File: src/rtl/rpd_sched_pkg.sv
// Shared types for the window scheduler and its round-robin arbiter.
package rpd_sched_pkg;

    typedef enum logic [1:0] {
        IDLE   = 2'd0,
        ACTIVE = 2'd1,
        DONE   = 2'd2
    } state_t;

    // Index width for an n-entry one-hot vector; never narrower than one bit.
    function automatic int unsigned idx_width(input int unsigned n);
        return (n > 1) ? $clog2(n) : 1;
    endfunction

endpackage

File: src/rtl/rr_arbiter.sv
// Pure combinational round-robin pick: first set request at or above ptr, wrapping.
module rr_arbiter
    import rpd_sched_pkg::*;
#(
    parameter int unsigned NUM_REQ = 4,
    localparam int unsigned IDX_W = idx_width(NUM_REQ)
) (
    input  logic [NUM_REQ-1:0] req,
    input  logic [IDX_W-1:0]   ptr,
    output logic [NUM_REQ-1:0] pick,
    output logic [IDX_W-1:0]   idx,
    output logic               valid
);

    logic [IDX_W-1:0] cand;

    always_comb begin
        cand  = '0;
        idx   = '0;
        valid = 1'b0;
        for (int unsigned off = 0; off < NUM_REQ; off++) begin
            cand = IDX_W'((32'(ptr) + off) % NUM_REQ);
            if (!valid && req[cand]) begin
                valid = 1'b1;
                idx   = cand;
            end
        end
        pick = valid ? (NUM_REQ'(1) << idx) : '0;
    end

endmodule

File: src/rtl/window_scheduler.sv
// Shared free-running tick counter plus round-robin arbitration of timed windows.
module window_scheduler
    import rpd_sched_pkg::*;
#(
    parameter int unsigned NUM_REQ   = 4,
    parameter int unsigned CTR_WIDTH = 22,
    parameter int unsigned LEN_WIDTH = 16
) (
    input  logic                         i_clk,
    input  logic                         i_rst,
    input  logic                         i_ce,
    input  logic [NUM_REQ-1:0]           i_req,
    input  logic [NUM_REQ*LEN_WIDTH-1:0] i_len,
    output logic [CTR_WIDTH-1:0]         o_ctr,
    output logic [NUM_REQ-1:0]           o_grant,
    output logic                         o_active,
    output logic [NUM_REQ-1:0]           o_done,
    output logic                         o_aborted
);

    localparam int unsigned IDX_W = idx_width(NUM_REQ);

    state_t                 state, state_nxt;
    logic [IDX_W-1:0]       idx, idx_nxt;
    logic [IDX_W-1:0]       ptr, ptr_nxt;
    logic [CTR_WIDTH-1:0]   target, target_nxt;
    logic [NUM_REQ-1:0]     grant_nxt, done_nxt;
    logic                   active_nxt, aborted_nxt;

    logic [NUM_REQ-1:0]     arb_pick;
    logic [IDX_W-1:0]       arb_idx;
    logic                   arb_valid;

    logic [LEN_WIDTH-1:0]   len_arr [NUM_REQ];
    logic [LEN_WIDTH-1:0]   sel_len, eff_len;

    for (genvar k = 0; k < NUM_REQ; k++) begin : g_len
        assign len_arr[k] = i_len[k*LEN_WIDTH +: LEN_WIDTH];
    end

    rr_arbiter #(
        .NUM_REQ (NUM_REQ)
    ) u_arb (
        .req   (i_req),
        .ptr   (ptr),
        .pick  (arb_pick),
        .idx   (arb_idx),
        .valid (arb_valid)
    );

    // Zero-length requests still get a one-tick window.
    assign sel_len = len_arr[arb_idx];
    assign eff_len = (sel_len == '0) ? LEN_WIDTH'(1) : sel_len;

    // Timebase runs regardless of scheduler state.
    always_ff @(posedge i_clk or posedge i_rst) begin
        if (i_rst) begin
            o_ctr <= '0;
        end else if (i_ce) begin
            o_ctr <= o_ctr + CTR_WIDTH'(1);
        end
    end

    always_ff @(posedge i_clk or posedge i_rst) begin
        if (i_rst) begin
            state     <= IDLE;
            idx       <= '0;
            ptr       <= '0;
            target    <= '0;
            o_grant   <= '0;
            o_active  <= 1'b0;
            o_done    <= '0;
            o_aborted <= 1'b0;
        end else begin
            state     <= state_nxt;
            idx       <= idx_nxt;
            ptr       <= ptr_nxt;
            target    <= target_nxt;
            o_grant   <= grant_nxt;
            o_active  <= active_nxt;
            o_done    <= done_nxt;
            o_aborted <= aborted_nxt;
        end
    end

    // Expiry is checked before release so a coincident drop is not an abort.
    always_comb begin
        state_nxt   = state;
        idx_nxt     = idx;
        ptr_nxt     = ptr;
        target_nxt  = target;
        grant_nxt   = o_grant;
        done_nxt    = '0;
        aborted_nxt = 1'b0;

        unique case (state)
            IDLE: begin
                if (arb_valid) begin
                    state_nxt  = ACTIVE;
                    idx_nxt    = arb_idx;
                    target_nxt = o_ctr + CTR_WIDTH'(eff_len);
                    grant_nxt  = arb_pick;
                end
            end
            ACTIVE: begin
                if (o_ctr == target) begin
                    state_nxt = DONE;
                    grant_nxt = '0;
                    done_nxt  = o_grant;
                end else if (!i_req[idx]) begin
                    state_nxt   = DONE;
                    grant_nxt   = '0;
                    done_nxt    = o_grant;
                    aborted_nxt = 1'b1;
                end
            end
            DONE: begin
                state_nxt = IDLE;
                ptr_nxt   = (idx == IDX_W'(NUM_REQ - 1)) ? '0 : idx + IDX_W'(1);
            end
            default: begin
                state_nxt = IDLE;
                grant_nxt = '0;
            end
        endcase

        active_nxt = |grant_nxt;
    end

endmodule

File: config.mk
export PLATFORM = sky130hd
export DESIGN_NAME = window_scheduler
export DESIGN_NICKNAME = d
export VERILOG_FILES = /design/src/rtl/rpd_sched_pkg.sv /design/src/rtl/rr_arbiter.sv /design/src/rtl/window_scheduler.sv
export SDC_FILE = /design/constraint.sdc
export NUM_CORES = 1
export LEC_CHECK = 0
export ABC_AREA = 1
export BUFFER_PORTS_ARGS = -buffer_cell sky130_fd_sc_hd__buf_4
export CAP_MARGIN = 20
export CORE_MARGIN = 3
export CORE_UTILIZATION = 40
export CTS_BUF_LIST = sky130_fd_sc_hd__clkbuf_4
export CTS_CLUSTER_SIZE = 12
export DETAILED_ROUTE_END_ITERATION = 6
export GPL_TIMING_DRIVEN = 1
export REMOVE_ABC_BUFFERS = 1
export SYNTH_ARGS = -nofsm -noshare
export SYNTH_HDL_FRONTEND = slang
export SYNTH_SLANG_ARGS = --single-unit
export TNS_END_PERCENT = 5
File: constraint.sdc
create_clock -name i_clk -period 7.5 [get_ports i_clk]
set_input_delay 1.125 -clock i_clk [delete_from_list [all_inputs] [get_ports i_clk]]
set_output_delay 1.125 -clock i_clk [all_outputs]
set_load 0.005 [all_outputs]
==> metrics, run 1 <==
run status finished clean; fillers 1135; required time worst endpoint 7.87 ns; max-slew violations 0; footprint of the flip-flops and latches 0.001501 mm^2; compound-gate portion of the synthesized area 7.585%; sum of overflow across all layers after global routing 0; normalized max-slew margin 48.67%; Port-buffer cells 102; Antenna Nets Post-Route 0; Pre-antenna DRT Iters 5; post-synthesis area per instance 6.771 um^2; class of the tightest hold or removal check reg -> reg; Row Count 38; Yosys top cell area share 32.28%; pin count of the biggest net entering global routing 61; setup fix buffers added after clock tree synthesis 0; RSZ-0062 raised after global routing false; number of enable flip-flop cells after synthesis 0; max frequency 0.1913 GHz; largest family of logic cells by synthesized area simple AND/OR/NAND/NOR gates; minimum clock period after layout 5.227 ns; capturing element type of the critical path flip-flop; number of clock buffers inserted by TritonCTS 9; H-tree levels 3; leading cell type in the layout, fill and taps excluded nand2_1; number of top-level design ports 103; area enclosed by the die boundary 0.01296 mm^2; Die Y 113.8 um; horizontal extent of the die 113.8 um; number of design rule violations left after detail routing 0; startpoint type of the worst setup path input pin; post-placement setup slack 1.883 ns; main area contributors after synthesis dfrtp_1 (32%), nand2_1 (21%), inv_1 (5.6%); maximum buffer depth of the clock tree 2; net count of the finished layout 872; maximum ir drop on the vdd rail 0.0002403 V; initial detailed-routing violation count 308; number of antenna violations at the first check in global routing 0; clock-pin slew reported for the worst setup and hold paths after clock tree synthesis 0.11 ns; clock sink count 60; Max stage delay on crit path 0.54 ns; Final WS setup 2.273 ns; setup total negative slack 0 ns; global-route wire length before repair 22510 um; share of the cycle needed by the critical path after routing 69.69%; clock tree from TritonCTS done; worst setup path class in -> reg; maximum fanout along the worst path 34; standby leakage power 3.082 nW; routed via count divided by cell count 5.139; data arrival time of the critical path 5.60 ns; Top FF cell, synth dfrtp_1; per-cell routed wire length 14.68 um; Multi-input gate area 0.002753 mm^2; number of diodes 0; core outline area 0.01108 mm^2; Netlist cell types 33; share of synthesized registers carrying an async set or reset 100.0%; buffer type at the clock tree root clkbuf_4; Cell Area, Synth 0.004652 mm^2; share of final-layout standard cells stronger than drive strength 1 18.30%; total number of vias 4764; basic-gate share of the synthesized area counting and, or, nand and nor cells 37.65%; detailed placement HPWL 10580 um; adder and majority gate portion of the synthesized area 5.272%; max-cap violation count 0; cell area power density 549.6 mW/mm^2; hold-fix buffer count after cts 0; Layout Area Growth over Synthesis 21.44%; Crit path top cell by count nand2_1; final estimated routing congestion in global placement 0.9310; critical path's slowest cell nand3_4; slew of the pin with the lowest slew margin 0.7700 ns; share of the yosys chip area belonging to registers 32.28%; cell type with the largest total area after synthesis dfrtp_1; number of global-route vias before repair 4639; number of endpoints failing setup at the final stage 0; synthesized-area fraction occupied by xor and xnor cells 8.661%; most frequent cells in the layout nand2_1 (259), buf_4 (103), inv_1 (69); effective utilization at floorplan 41.99%; post-cts repair resize count 0; wire length reported by the detailed router 13600 um; final hold viol count 0; multiplexer share of the synthesized area 0%; flip-flop and latch count after synthesis 60; global router's overall resource usage 21.32%; Worst Clk Skew 0.01787 ns; Syn. warnings 0; latest clock arrival within the worst-skew pair 0.43 ns; number of instances in the synthesized netlist 687
[cells by family (layout without fill, tap and decap cells)]
group                    after synthesis  count (layout)
buffers and inverters                 93             193
XOR/XNOR                              46              46
adder cells (fa/ha/maj)               19              19
flip-flops                            60              60
AND/OR/NAND/NOR                      404             404
AO/OA/AOI/OAI                         65              65
[power breakdown]
part	internal, mW	total [mW]	switching, mW	leakage, nW
clock	0.139	0.270	0.131	0.0826
sequential	0.437	0.563	0.126	0.736
combinational	0.803	2.27	1.47	2.26
[cell usage after synthesis (4+ instances only)]
cell type and count:
ha_1 18, or2_2 5, nand2_1 259, nand4_1 37, xnor2_1 16, inv_1 70
a21oi_1 20, nand3_1 26, dfrtp_1 60, nor2_1 47, xor2_1 30, o21ai_0 33
buf_6 4, clkbuf_1 4, nand2_2 10, buf_2 11, nor4_1 7, nor3_1 8
[sequential cells by signal (all words and copies together) (netlist names)]
signal	cells
o_active	1
target	22
ptr	2
o_ctr	22
o_grant	4
idx	2
state	2
o_done	4
o_aborted	1
[stage by stage]
step	area, um^2	hold WS [ns]	std cells	power, mW	util, %
2_1_floorplan	4537	0.4530	668	2.207	-
3_3_place_gp	5485	0.4803	911	2.831	49.51
3_5_place_dp	5485	0.4845	911	2.825	49.51
4_1_cts	5649	0.5114	927	3.111	50.99
5_1_grt	5649	0.5422	927	3.476	50.99
6_report	5649	0.5051	927	3.105	50.99
[layout make-up]
| cell class | count | area share, % |
|---|---|---|
| flip-flops and latches | 60 | 26.58 |
| well taps | 140 | 3.101 |
| clock buffers | 10 | 1.329 |
| repair buffers | 103 | 13.69 |
| clock inverters | 6 | 1.573 |
| multi-input cells | 534 | 48.73 |
| inverters | 74 | 5.006 |
[per-layer routing]
layer	vias to the layer above	track usage, %	share of wire (%)
met2	135	34.86	47
met4	0	6.334	2.1
met1	2197	28.83	47
li1	2408	-	-
met5	-	0	0
met3	24	3.926	4.4
[critical path, delay by kind of cell]
kind / cells / cell delay (ns)
buffers and inverters: 4 / 0.45
AO/OA/AOI/OAI: 1 / 0.28
AND/OR/NAND/NOR: 27 / 3.05
adder cells (fa/ha/maj): 2 / 0.55
XOR/XNOR: 1 / 0.14
[final timing paths]
check,cells after the start,start,end,slack (ns)
min in group asynchronous,3,i_rst,target[18]$_DFFE_PP0P_,0.90
worst min-delay path,2,target[12]$_DFFE_PP0P_,target[12]$_DFFE_PP0P_,0.51
worst min register to register,2,target[12]$_DFFE_PP0P_,target[12]$_DFFE_PP0P_,0.51
max in group asynchronous,3,i_rst,o_ctr[7]$_DFFE_PP0P_,6.08
worst max-delay path,35,i_req[1],target[14]$_DFFE_PP0P_,2.27
worst max register to register,35,ptr[0]$_DFFE_PP0N_,target[14]$_DFFE_PP0P_,2.45
No activity file was read; power rests on OpenSTA's default activity.
==> inputs of run 2 (changes only) <==
Clock period 7.5 ns to 4.5 ns, I/O delays scaled along.
==> metrics, run 2 (synthesis gave the netlist of run 1 again) <==
run status finished clean; number of global-route vias before repair 4626; worst setup path class reg -> reg; length in cells of the worst reg-to-reg path 34; Max stage delay on crit path 0.49 ns; cell area after layout 0.005769 mm^2; horizontal extent of the die 113.8 um; Layout Area Growth over Synthesis 24.02%; per-cell routed wire length 14.13 um; Port-buffer cells 102; max-cap violation count 0; sum of overflow across all layers after global routing 0; cell area reported after detailed placement 0.005558 mm^2; clock-pin slew reported for the worst setup and hold paths after clock tree synthesis 0.12 ns; Worst Clk Skew 0.02407 ns; most frequent cells in the layout nand2_1 (257), buf_4 (111), inv_1 (68); buffer type at the clock tree root clkbuf_4; share of final-layout standard cells stronger than drive strength 1 20.05%; Die Y 113.8 um; area enclosed by the die boundary 0.01296 mm^2; Crit path top cell by count nand2_1; number of design rule violations left after detail routing 0; Antenna Nets Post-Route 0; share of the cycle needed by the critical path after routing 90.48%; Non-Filler Instances 938; minimum clock period after layout 4.071 ns; clock tree from TritonCTS done; normalized max-slew margin 45.60%; global-route wire length before repair 22520 um; effective utilization at floorplan 41.99%; number of clock buffers inserted by TritonCTS 9; standby leakage power 3.150 nW; max-slew violations 0; core outline area 0.01108 mm^2; number of antenna violations at the first check in global routing 0; clock sink count 60; leading cell type in the layout, fill and taps excluded nand2_1; terminus of the critical flop-to-flop path target[14]$_DFFE_PP0P_; Design Power 5.314 mW; final hold viol count 0; register-to-register setup slack 0.43 ns; placed cell count 919; required time worst endpoint 4.85 ns; capturing element type of the critical path flip-flop; largest registers ranked by flip-flop count o_ctr x22, target x22; net count of the finished layout 884; Final WS setup 0.4285 ns; setup total negative slack 0 ns; slew of the pin with the lowest slew margin 0.8086 ns; global router's overall resource usage 21.44%; cell area power density 921.1 mW/mm^2; Row Count 38; Setup crit start ptr[0]$_DFFE_PP0N_; startpoint type of the worst setup path flip-flop; Pre-antenna DRT Iters 7; maximum ir drop on the vdd rail 0.0004201 V; data arrival time of the critical path 4.42 ns; number of top-level design ports 103; critical path's slowest cell dfrtp_2; wire length reported by the detailed router 13250 um; number of endpoints failing setup at the final stage 0; pin count of the biggest net entering global routing 61; RSZ-0062 raised after global routing false; routed via count divided by cell count 5.039; origin of the critical flop-to-flop path ptr[0]$_DFFE_PP0N_; final estimated routing congestion in global placement 0.8865; maximum buffer depth of the clock tree 2; maximum fanout along the worst path 16; max frequency 0.2456 GHz; H-tree levels 3; latest clock arrival within the worst-skew pair 0.43 ns; initial detailed-routing violation count 383; number of diodes 0; detailed placement HPWL 10420 um; total number of vias 4727; class of the tightest hold or removal check in -> async; post-placement setup slack 0.01906 ns
-- run 2: timing repair --
action / 4_1_cts / 5_1_grt
endpoints found under the setup margin: 0 / 6
setup buffers: 0 / 4
hold buffers: 0 / 0
resized for setup: 0 / 14
endpoints found under the hold margin: 0 / 0
-- run 2: area by class of cell --
type	count	area [um^2]
clock buffer	10	75.07
inverter	74	285.3
timing repair buffer	115	884.6
clock inverter	5	77.57
multi-input combinational	534	2769
fill	1129	5309
sequential	60	1503
tap	140	175.2
-- run 2: routing by layer --
metal / global-route usage [%] / part of all wire, % / vias to the layer above
met5: 0 / 0 / -
li1: - / - / 2427
met4: 5.701 / 1.6 / 0
met3: 3.979 / 4.7 / 14
met1: 29.58 / 47 / 2182
met2: 34.75 / 47 / 104
-- run 2: per-stage QoR --
stage          utilization, %  hold WS (ns)
2_1_floorplan               -        0.4530
3_3_place_gp            50.17        0.4744
3_5_place_dp            50.17        0.4885
4_1_cts                 51.55        0.4640
5_1_grt                 52.08        0.4663
6_report                52.08        0.4525
-- run 2: critical path, delay by kind of cell (launching register included) --
| kind | cells | cell delay, ns |
|---|---|---|
| compound gates | 1 | 0.16 |
| xor+xnor | 1 | 0.15 |
| fa+ha+maj | 2 | 0.52 |
| buf+inv | 3 | 0.39 |
| flops | 1 | 0.49 |
| simple gates | 27 | 2.28 |
-- run 2: worst max-delay path by stage --
stage                             end  slack, ns
6_report       target[14]$_DFFE_PP0P_       0.43
5_1_grt        target[14]$_DFFE_PP0P_       0.02
4_1_cts        target[14]$_DFFE_PP0P_       0.09
3_5_place_dp   target[14]$_DFFE_PP0P_       0.02
3_3_place_gp   target[14]$_DFFE_PP0P_       0.16
2_1_floorplan  target[14]$_DFFE_PP0P_       0.23
-- run 2: power by group --
part           switching, mW  internal (mW)  leakage (nW)
Clock                  0.203          0.227        0.0839
Sequential             0.202          0.730         0.735
Combinational           2.46           1.49          2.33
